===== src/rtl/zero_chunk_compressor.sv =====
`default_nettype none
// ============================================================================
//  Module   : zero_chunk_compressor
//  Purpose  : Scans one page of cache lines, flags all-zero chunks, and
//             emits a header line plus every non-zero chunk when enough
//             chunks are zero; otherwise reports the page incompressible.
//  Revision : 1.0 - generic geometry, full non-zero transfer, bus error flag
// ============================================================================
module zero_chunk_compressor #(
    parameter int DATA_WIDTH      = 512,
    parameter int LINES_PER_PAGE  = 64,
    parameter int LINES_PER_CHUNK = 16,
    parameter int MIN_ZERO_CHUNKS = 3,
    parameter int FIFO_PTR_WIDTH  = 6,
    parameter int SIZE_WIDTH      = 16,
    localparam int NUM_CHUNKS     = LINES_PER_PAGE / LINES_PER_CHUNK
) (
    input  logic                      clk_i,
    input  logic                      rst_i,
    input  logic                      comp_start,
    input  logic                      rdfifo_empty,
    output logic                      rd_req,
    input  logic [DATA_WIDTH-1:0]     rd_data,
    input  logic [1:0]                rd_rresp,
    input  logic                      rd_valid,
    output logic [FIFO_PTR_WIDTH-1:0] rdfifo_rdptr,
    output logic                      ld_rdfifo_rdptr,
    input  logic                      wrfifo_full,
    output logic                      wr_req,
    output logic [DATA_WIDTH-1:0]     wr_data,
    output logic [NUM_CHUNKS-1:0]     zero_chunk_vec,
    output logic [SIZE_WIDTH-1:0]     comp_size,
    output logic                      incompressible,
    output logic                      comp_done,
    output logic                      bus_error
);

    localparam int LCW            = $clog2(LINES_PER_PAGE + 1);
    localparam int CIW            = (NUM_CHUNKS > 1) ? $clog2(NUM_CHUNKS) : 1;
    localparam int PCW            = $clog2(NUM_CHUNKS + 1);
    localparam int BYTES_PER_LINE = DATA_WIDTH / 8;
    localparam logic [LCW-1:0] LPC_L    = LCW'(LINES_PER_CHUNK);
    localparam logic [LCW-1:0] LPP_L    = LCW'(LINES_PER_PAGE);
    localparam logic [PCW-1:0] NCH_L    = PCW'(NUM_CHUNKS);
    localparam logic [PCW-1:0] MINZ_L   = PCW'(MIN_ZERO_CHUNKS);
    localparam logic [63:0]    SIZE_MAX = (64'd1 << SIZE_WIDTH) - 64'd1;
    localparam logic [63:0]    PAGE_BYTES = 64'(LINES_PER_PAGE) * 64'(BYTES_PER_LINE);

    typedef enum logic [2:0] {
        S_IDLE     = 3'd0,
        S_SCAN     = 3'd1,
        S_DECIDE   = 3'd2,
        S_HEADER   = 3'd3,
        S_LOAD_PTR = 3'd4,
        S_XFER     = 3'd5,
        S_DONE     = 3'd6,
        S_ERROR    = 3'd7
    } state_t;

    state_t                    state_q, state_d;
    logic [LCW-1:0]            line_cnt_q, line_cnt_d;    // lines accepted this phase
    logic [LCW-1:0]            issue_cnt_q, issue_cnt_d;  // reads issued this phase
    logic                      pend_q, pend_d;            // one read in flight
    logic [LCW-1:0]            lic_q, lic_d;              // line within chunk (scan)
    logic [LCW-1:0]            zero_cnt_q, zero_cnt_d;
    logic [CIW-1:0]            chunk_idx_q, chunk_idx_d;
    logic [NUM_CHUNKS-1:0]     vec_q, vec_d;
    logic [NUM_CHUNKS-1:0]     visited_q, visited_d;
    logic [CIW-1:0]            cur_chunk_q, cur_chunk_d;
    logic                      rd_req_q, rd_req_d;
    logic [FIFO_PTR_WIDTH-1:0] rdptr_q, rdptr_d;
    logic                      ld_q, ld_d;
    logic                      wr_req_q, wr_req_d;
    logic [DATA_WIDTH-1:0]     wr_data_q, wr_data_d;
    logic [SIZE_WIDTH-1:0]     size_q, size_d;
    logic                      incomp_q, incomp_d;
    logic                      done_q, done_d;
    logic                      berr_q, berr_d;

    logic [PCW-1:0]            w_zero_pop;
    logic [PCW-1:0]            w_nonzero;
    logic [CIW-1:0]            w_sel_chunk;
    logic                      w_sel_found;
    logic [NUM_CHUNKS-1:0]     w_pending;
    logic                      w_more;
    logic [63:0]               w_comp_bytes;
    logic                      w_line_zero;
    logic                      w_accept;
    logic                      w_good;
    logic                      w_can_issue;

    function automatic logic [SIZE_WIDTH-1:0] sat_size(input logic [63:0] bytes);
        logic [SIZE_WIDTH-1:0] r;
        if (bytes > SIZE_MAX) begin
            r = '1;
        end else begin
            r = bytes[SIZE_WIDTH-1:0];
        end
        return r;
    endfunction

    // Chunk bookkeeping: zero-chunk popcount, lowest pending non-zero chunk, size.
    always_comb begin
        w_zero_pop  = '0;
        w_sel_chunk = '0;
        w_sel_found = 1'b0;
        w_pending   = ~vec_q & ~visited_q;
        for (int i = NUM_CHUNKS - 1; i >= 0; i--) begin
            w_zero_pop = w_zero_pop + PCW'(vec_q[i]);
            if (w_pending[i]) begin
                w_sel_chunk = CIW'(i);
                w_sel_found = 1'b1;
            end
        end
        w_more       = |(w_pending & ~(NUM_CHUNKS'(1) << cur_chunk_q));
        w_nonzero    = NCH_L - w_zero_pop;
        w_comp_bytes = (64'd1 + 64'(w_nonzero) * 64'(LINES_PER_CHUNK)) * 64'(BYTES_PER_LINE);
    end

    // Next-state and registered-output computation.
    always_comb begin
        state_d     = state_q;
        line_cnt_d  = line_cnt_q;
        issue_cnt_d = issue_cnt_q;
        pend_d      = pend_q;
        lic_d       = lic_q;
        zero_cnt_d  = zero_cnt_q;
        chunk_idx_d = chunk_idx_q;
        vec_d       = vec_q;
        visited_d   = visited_q;
        cur_chunk_d = cur_chunk_q;
        rd_req_d    = 1'b0;
        rdptr_d     = rdptr_q;
        ld_d        = 1'b0;
        wr_req_d    = 1'b0;
        wr_data_d   = wr_data_q;
        size_d      = size_q;
        incomp_d    = incomp_q;

        w_line_zero = (rd_data == '0);
        w_accept    = rd_valid && pend_q;
        w_good      = w_accept && (rd_rresp == 2'b00);
        // The slot frees on the cycle a good line returns.
        w_can_issue = !pend_q || w_good;

        case (state_q)
            S_IDLE: begin
                if (comp_start && !rdfifo_empty) begin
                    state_d     = S_SCAN;
                    line_cnt_d  = '0;
                    issue_cnt_d = '0;
                    pend_d      = 1'b0;
                    lic_d       = '0;
                    zero_cnt_d  = '0;
                    chunk_idx_d = '0;
                    vec_d       = '0;
                    visited_d   = '0;
                    size_d      = '0;
                    incomp_d    = 1'b0;
                end
            end
            S_SCAN: begin
                if (w_accept) begin
                    pend_d = 1'b0;
                    if (!w_good) begin
                        state_d = S_ERROR;
                    end else begin
                        line_cnt_d = line_cnt_q + 1'b1;
                        if (lic_q == LPC_L - 1'b1) begin
                            vec_d[chunk_idx_q] = ((zero_cnt_q + LCW'(w_line_zero)) == LPC_L);
                            zero_cnt_d  = '0;
                            lic_d       = '0;
                            chunk_idx_d = chunk_idx_q + 1'b1;
                        end else begin
                            lic_d      = lic_q + 1'b1;
                            zero_cnt_d = zero_cnt_q + LCW'(w_line_zero);
                        end
                        if (line_cnt_q == LPP_L - 1'b1) begin
                            state_d = S_DECIDE;
                        end
                    end
                end
                if (state_d == S_SCAN && w_can_issue && !rdfifo_empty && issue_cnt_q < LPP_L) begin
                    rd_req_d    = 1'b1;
                    pend_d      = 1'b1;
                    issue_cnt_d = issue_cnt_q + 1'b1;
                end
            end
            S_DECIDE: begin
                if (w_zero_pop < MINZ_L) begin
                    state_d  = S_DONE;
                    incomp_d = 1'b1;
                    size_d   = sat_size(PAGE_BYTES);
                end else begin
                    state_d = S_HEADER;
                    size_d  = sat_size(w_comp_bytes);
                end
            end
            S_HEADER: begin
                if (!wrfifo_full) begin
                    wr_req_d  = 1'b1;
                    wr_data_d = DATA_WIDTH'(vec_q);
                    state_d   = (&vec_q) ? S_DONE : S_LOAD_PTR;
                end
            end
            S_LOAD_PTR: begin
                if (w_sel_found) begin
                    ld_d        = 1'b1;
                    rdptr_d     = FIFO_PTR_WIDTH'(32'(w_sel_chunk) * 32'(LINES_PER_CHUNK));
                    cur_chunk_d = w_sel_chunk;
                    line_cnt_d  = '0;
                    issue_cnt_d = '0;
                    pend_d      = 1'b0;
                    state_d     = S_XFER;
                end else begin
                    state_d = S_DONE;
                end
            end
            S_XFER: begin
                if (w_accept) begin
                    pend_d = 1'b0;
                    if (!w_good) begin
                        state_d = S_ERROR;
                    end else begin
                        wr_req_d   = 1'b1;
                        wr_data_d  = rd_data;
                        line_cnt_d = line_cnt_q + 1'b1;
                        if (line_cnt_q == LPC_L - 1'b1) begin
                            visited_d[cur_chunk_q] = 1'b1;
                            state_d = w_more ? S_LOAD_PTR : S_DONE;
                        end
                    end
                end
                if (state_d == S_XFER && w_can_issue && !rdfifo_empty && !wrfifo_full
                    && issue_cnt_q < LPC_L) begin
                    rd_req_d    = 1'b1;
                    pend_d      = 1'b1;
                    issue_cnt_d = issue_cnt_q + 1'b1;
                end
            end
            S_DONE: begin
                if (!comp_start) begin
                    state_d  = S_IDLE;
                    incomp_d = 1'b0;
                end
            end
            S_ERROR: begin
                state_d = S_ERROR;
            end
            default: begin
                state_d = S_IDLE;
            end
        endcase

        done_d = (state_d == S_DONE);
        berr_d = berr_q | (state_d == S_ERROR);
    end

    // State and output registers; reset aborts any operation in progress.
    always_ff @(posedge clk_i or posedge rst_i) begin
        if (rst_i) begin
            state_q     <= S_IDLE;
            line_cnt_q  <= '0;
            issue_cnt_q <= '0;
            pend_q      <= 1'b0;
            lic_q       <= '0;
            zero_cnt_q  <= '0;
            chunk_idx_q <= '0;
            vec_q       <= '0;
            visited_q   <= '0;
            cur_chunk_q <= '0;
            rd_req_q    <= 1'b0;
            rdptr_q     <= '0;
            ld_q        <= 1'b0;
            wr_req_q    <= 1'b0;
            wr_data_q   <= '0;
            size_q      <= '0;
            incomp_q    <= 1'b0;
            done_q      <= 1'b0;
            berr_q      <= 1'b0;
        end else begin
            state_q     <= state_d;
            line_cnt_q  <= line_cnt_d;
            issue_cnt_q <= issue_cnt_d;
            pend_q      <= pend_d;
            lic_q       <= lic_d;
            zero_cnt_q  <= zero_cnt_d;
            chunk_idx_q <= chunk_idx_d;
            vec_q       <= vec_d;
            visited_q   <= visited_d;
            cur_chunk_q <= cur_chunk_d;
            rd_req_q    <= rd_req_d;
            rdptr_q     <= rdptr_d;
            ld_q        <= ld_d;
            wr_req_q    <= wr_req_d;
            wr_data_q   <= wr_data_d;
            size_q      <= size_d;
            incomp_q    <= incomp_d;
            done_q      <= done_d;
            berr_q      <= berr_d;
        end
    end

    assign rd_req          = rd_req_q;
    assign rdfifo_rdptr    = rdptr_q;
    assign ld_rdfifo_rdptr = ld_q;
    assign wr_req          = wr_req_q;
    assign wr_data         = wr_data_q;
    assign zero_chunk_vec  = vec_q;
    assign comp_size       = size_q;
    assign incompressible  = incomp_q;
    assign comp_done       = done_q;
    assign bus_error       = berr_q;

endmodule
`default_nettype wire

===== config.mk =====
export PLATFORM = sky130hd
export DESIGN_NAME = zero_chunk_compressor
export DESIGN_NICKNAME = d
export VERILOG_FILES = /design/src/rtl/zero_chunk_compressor.sv
export SDC_FILE = /design/constraint.sdc
export NUM_CORES = 2
export LEC_CHECK = 0
export CORE_AREA = 2 2 414 416
export CTS_CLUSTER_SIZE = 20
export DETAILED_ROUTE_END_ITERATION = 10
export DIE_AREA = 0 0 416 418
export DONT_BUFFER_PORTS = 1
export GPL_TIMING_DRIVEN = 0
export MAX_ROUTING_LAYER = met4
export SETUP_SLACK_MARGIN = 0.5
export SYNTH_ARGS = -nofsm -noshare
export SYNTH_HDL_FRONTEND = slang
export SYNTH_SLANG_ARGS = --single-unit

===== constraint.sdc =====
create_clock -name clk_i -period 33.5 [get_ports clk_i]
set_input_delay 5.025 -clock clk_i [delete_from_list [all_inputs] [get_ports clk_i]]
set_output_delay 5.025 -clock clk_i [all_outputs]
set_load 0.1 [all_outputs]

==> results.md <==
- Crit path DAT: 9.17 ns
- Mean Syn Cell Area: slightly below 9 um^2
- Seq/Total Area, Yosys: just under 60%
- Post-DP HPWL: between 100000 and 150000 um
- Reg clk slew, reported paths: around 0.050 ns
- Final antenna-violating net count: 0
- Commonest non-fill, non-tap cell in the layout: nand2_1
- # fillers: 18886
- Setup bufs post-CTS: 0
- Placement Cell Area: 0.0275 mm^2
- Comb pwr share: under 10%
- Unrepaired setup endpoints after global routing: false
- Vias: 22450
- CP Class: in2reg
- Fin. Hold Viols: 0
- Post-synth EDFFs: 0
- Max_cap viols: 0
- Area grow syn2layout: 22.9%
- CTS tree: built
- Synth cell types: between 60 and 70
- Multi-input gate area: 0.00936 mm^2
- Yosys warns: 0
- Seq. cell area: roughly 0.014 mm^2
- Final wirelength: 159000 um
- Final period util: roughly 25%
- Tmin final: around 8.5 ns
- Pwr Density: 73.3 mW/mm^2
- Clock Skew: roughly 0.047 ns
- Worst hold path class: reg2reg
- Switch share: a little over two fifths
- Top-area cell type share of the netlist area: slightly below 60%
- Synth Flop Type: dfrtp_1
- Setup TNS: 0 ns
- Pwr Total: 2.20 mW
- # port buffers: 0
- P_leak: 12.2 nW
- Psw: 943 uW
- Status: completed
- Drt initial violations: ~2200
- Number of vias per cell: 4.34
- Max Buffers Root-to-Sink: 3
- Critical Path Source Type: input port
- Peak VDD IR: roughly 0.038 mV
- Nets@finish: about 3400
- Largest net degree at the start of global routing: roughly 120
- Core Footprint: between 0.15 and 0.2 mm^2
- PnR worst setup slack: approximately 25 ns
- WP data required: around 34 ns
- Register bit total from synthesis: about 570
- # hold bufs at CTS: 0
- Share of layout cells above drive strength 1: under 10%
- Worst-skew pair later-pin latency: just over 0.7 ns
- IO Pins: 1064
- Syn Inst Count: roughly 2800
- Max-Slew Margin vs Limit: 5.41%
- Max Fanout on Critical Path: 6
- Fin. max-slew vios: 0
- Clock Tree Root: clkbuf_16
- Crit. End Element: flip-flop
- DIE AREA: roughly 0.17 mm^2
- Clk sinks: around 570
- Post-route DRC violation count: 0
- Worst slew pin tran: about 1.4 ns
- Final setup fails: 0
- # H-tree levels: 3
- Post-CTS sizing: 0
- Chip Height: around 420 um
- Most frequent cells in the layout: 1056 x nand2_1, 566 x dfrtp_1, 487 x o21ai_1
- Share of total power in sequential cells: between 50% and 60%
- Die width: 416 um
- # rows: around 150
- CTS Buf Count: 73
- Largest cells by area after synthesis: dfrtp_1 58%, nand2_1 16%, o21ai_1 10%
- Internal power: around 1.3 mW
- Vias in the first global route: roughly 22000
- Synth async-reset ratio: 100%
- Antenna violations before repair: 33
- GRT Residual Overflow: 0
- Initial DRT Pass Iterations: 6
- Cell Area, Synth: around 0.024 mm^2
- Utilization after layout: 17.8%
- DR WL/cell: a little over 30 um
- First-pass GRT wire length: just over 200000 um
- Finished Cell Area: 0.0301 mm^2
- Fmax: about 120 MHz
- Initial Util: about 14%
- DP Worst Slack: between 20 and 25 ns
- Clock power share: between 30% and 40%
- Global placement routability congestion: roughly 1.0
- Largest area contributor in the netlist: dfrtp_1
- Total track usage: 18.0%
==> logic make-up after synthesis <==
kind of cell / count (synthesis) / synth area share [%]
AOI/OAI and AO/OA: 613 / 13.4
xor gates and xnor gates: 4 / 0.143
adders and majority gates: 15 / 0.828
buffers and inverters: 216 / 4.23
DFF: 566 / 57.9
muxes: 8 / 0.327
other: 1 / 0.0153
and+or+nand+nor: 1338 / 23.1
==> per-stage QoR <==
step	cells	hold slack [ns]
global route	5167	0.495
CTS	5131	0.480
floorplan	2776	0.433
global placement	4994	0.468
finish	5171	0.490
detailed placement	5001	0.475
==> registers in the layout, summed over array words and instances, names as in the netlist <==
register,flops
lic_q,7
ld_rdfifo_rdptr,1
state_q,3
comp_done,1
rd_req,1
comp_size,4
zero_chunk_vec,4
wr_data,512
incompressible,1
line_cnt_q,7
bus_error,1
chunk_idx_q,2
pend_q,1
zero_cnt_q,7
rdfifo_rdptr,2
wr_req,1
visited_q,4
issue_cnt_q,7
==> critical path, stage by stage <==
cell     delay, ns
nor4_1        0.90
nand4_1       0.26
nor4_2        0.79
nand4_1       0.29
nor2_1        0.25
ha_1          0.25
ha_1          0.26
nand3_1       0.17
o22a_1        0.25
nor3_1        0.46
a41o_1        0.25
==> power by group through the flow <==
stage	Combinational (mW)	Sequential (mW)	Clock, mW
final	0.195	1.18	0.834
after global placement	0.190	1.19	0
after CTS	0.197	1.18	0.859
after detailed placement	0.196	1.19	0
after floorplan	0.141	1.14	0
after global routing	0.220	1.18	0.879
==> area by class of cell <==
cell class              instances  share of cell area (%)
diodes                         40                   0.333
plain buffers                 202                    3.27
clock buffers                  95                    6.65
clock inverters                35                    1.68
inverters                      14                   0.200
multi-input cells            1994                    31.1
flip-flops and latches        566                    47.1
well taps                    2218                    9.23
repair buffers                  7                   0.433
==> synth_stat cells, types with 4 or more instances <==
library cell	n
mux2i_1	8
nor4bb_1	4
o21ai_0	46
nand2_1	1056
inv_1	11
buf_1	4
dfrtp_1	566
a21oi_1	21
o22ai_1	4
ha_1	13
nor4_1	136
buf_2	29
nand3_1	25
and3_1	8
nor3_1	8
or3_1	4
a31oi_1	9
a22o_1	7
a41o_1	4
o21ai_1	487
clkbuf_1	119
nand4_1	41
nor2_1	31
nand2b_1	8
buf_4	50
o31ai_1	7
==> path summary, 6_finish.rpt <==
path                               startpoint           endpoint  slack (ns)  cells after the start
worst max-delay path             rd_data[316]  zero_chunk_vec[3]       24.96                     11
worst min-delay path            zero_cnt_q[6]      zero_cnt_q[6]        0.49                      1
worst max register to register     state_q[0]       wr_data[189]       29.44                      6
worst min register to register  zero_cnt_q[6]      zero_cnt_q[6]        0.49                      1
max in group asynchronous               rst_i       wr_data[272]       27.33                      3
min in group asynchronous               rst_i       wr_data[497]        4.37                      1
==> metal layers <==
metal / GRT usage [%] / vias up / share of wire, %
met5: - / - / 0
li1: - / 9589 / -
met4: 7.22 / 0 / 3.9
met1: 19.6 / 11430 / 37
met3: 7.23 / 224 / 10
met2: 29.2 / 1207 / 49
No activity file was read; power rests on OpenSTA's default activity.
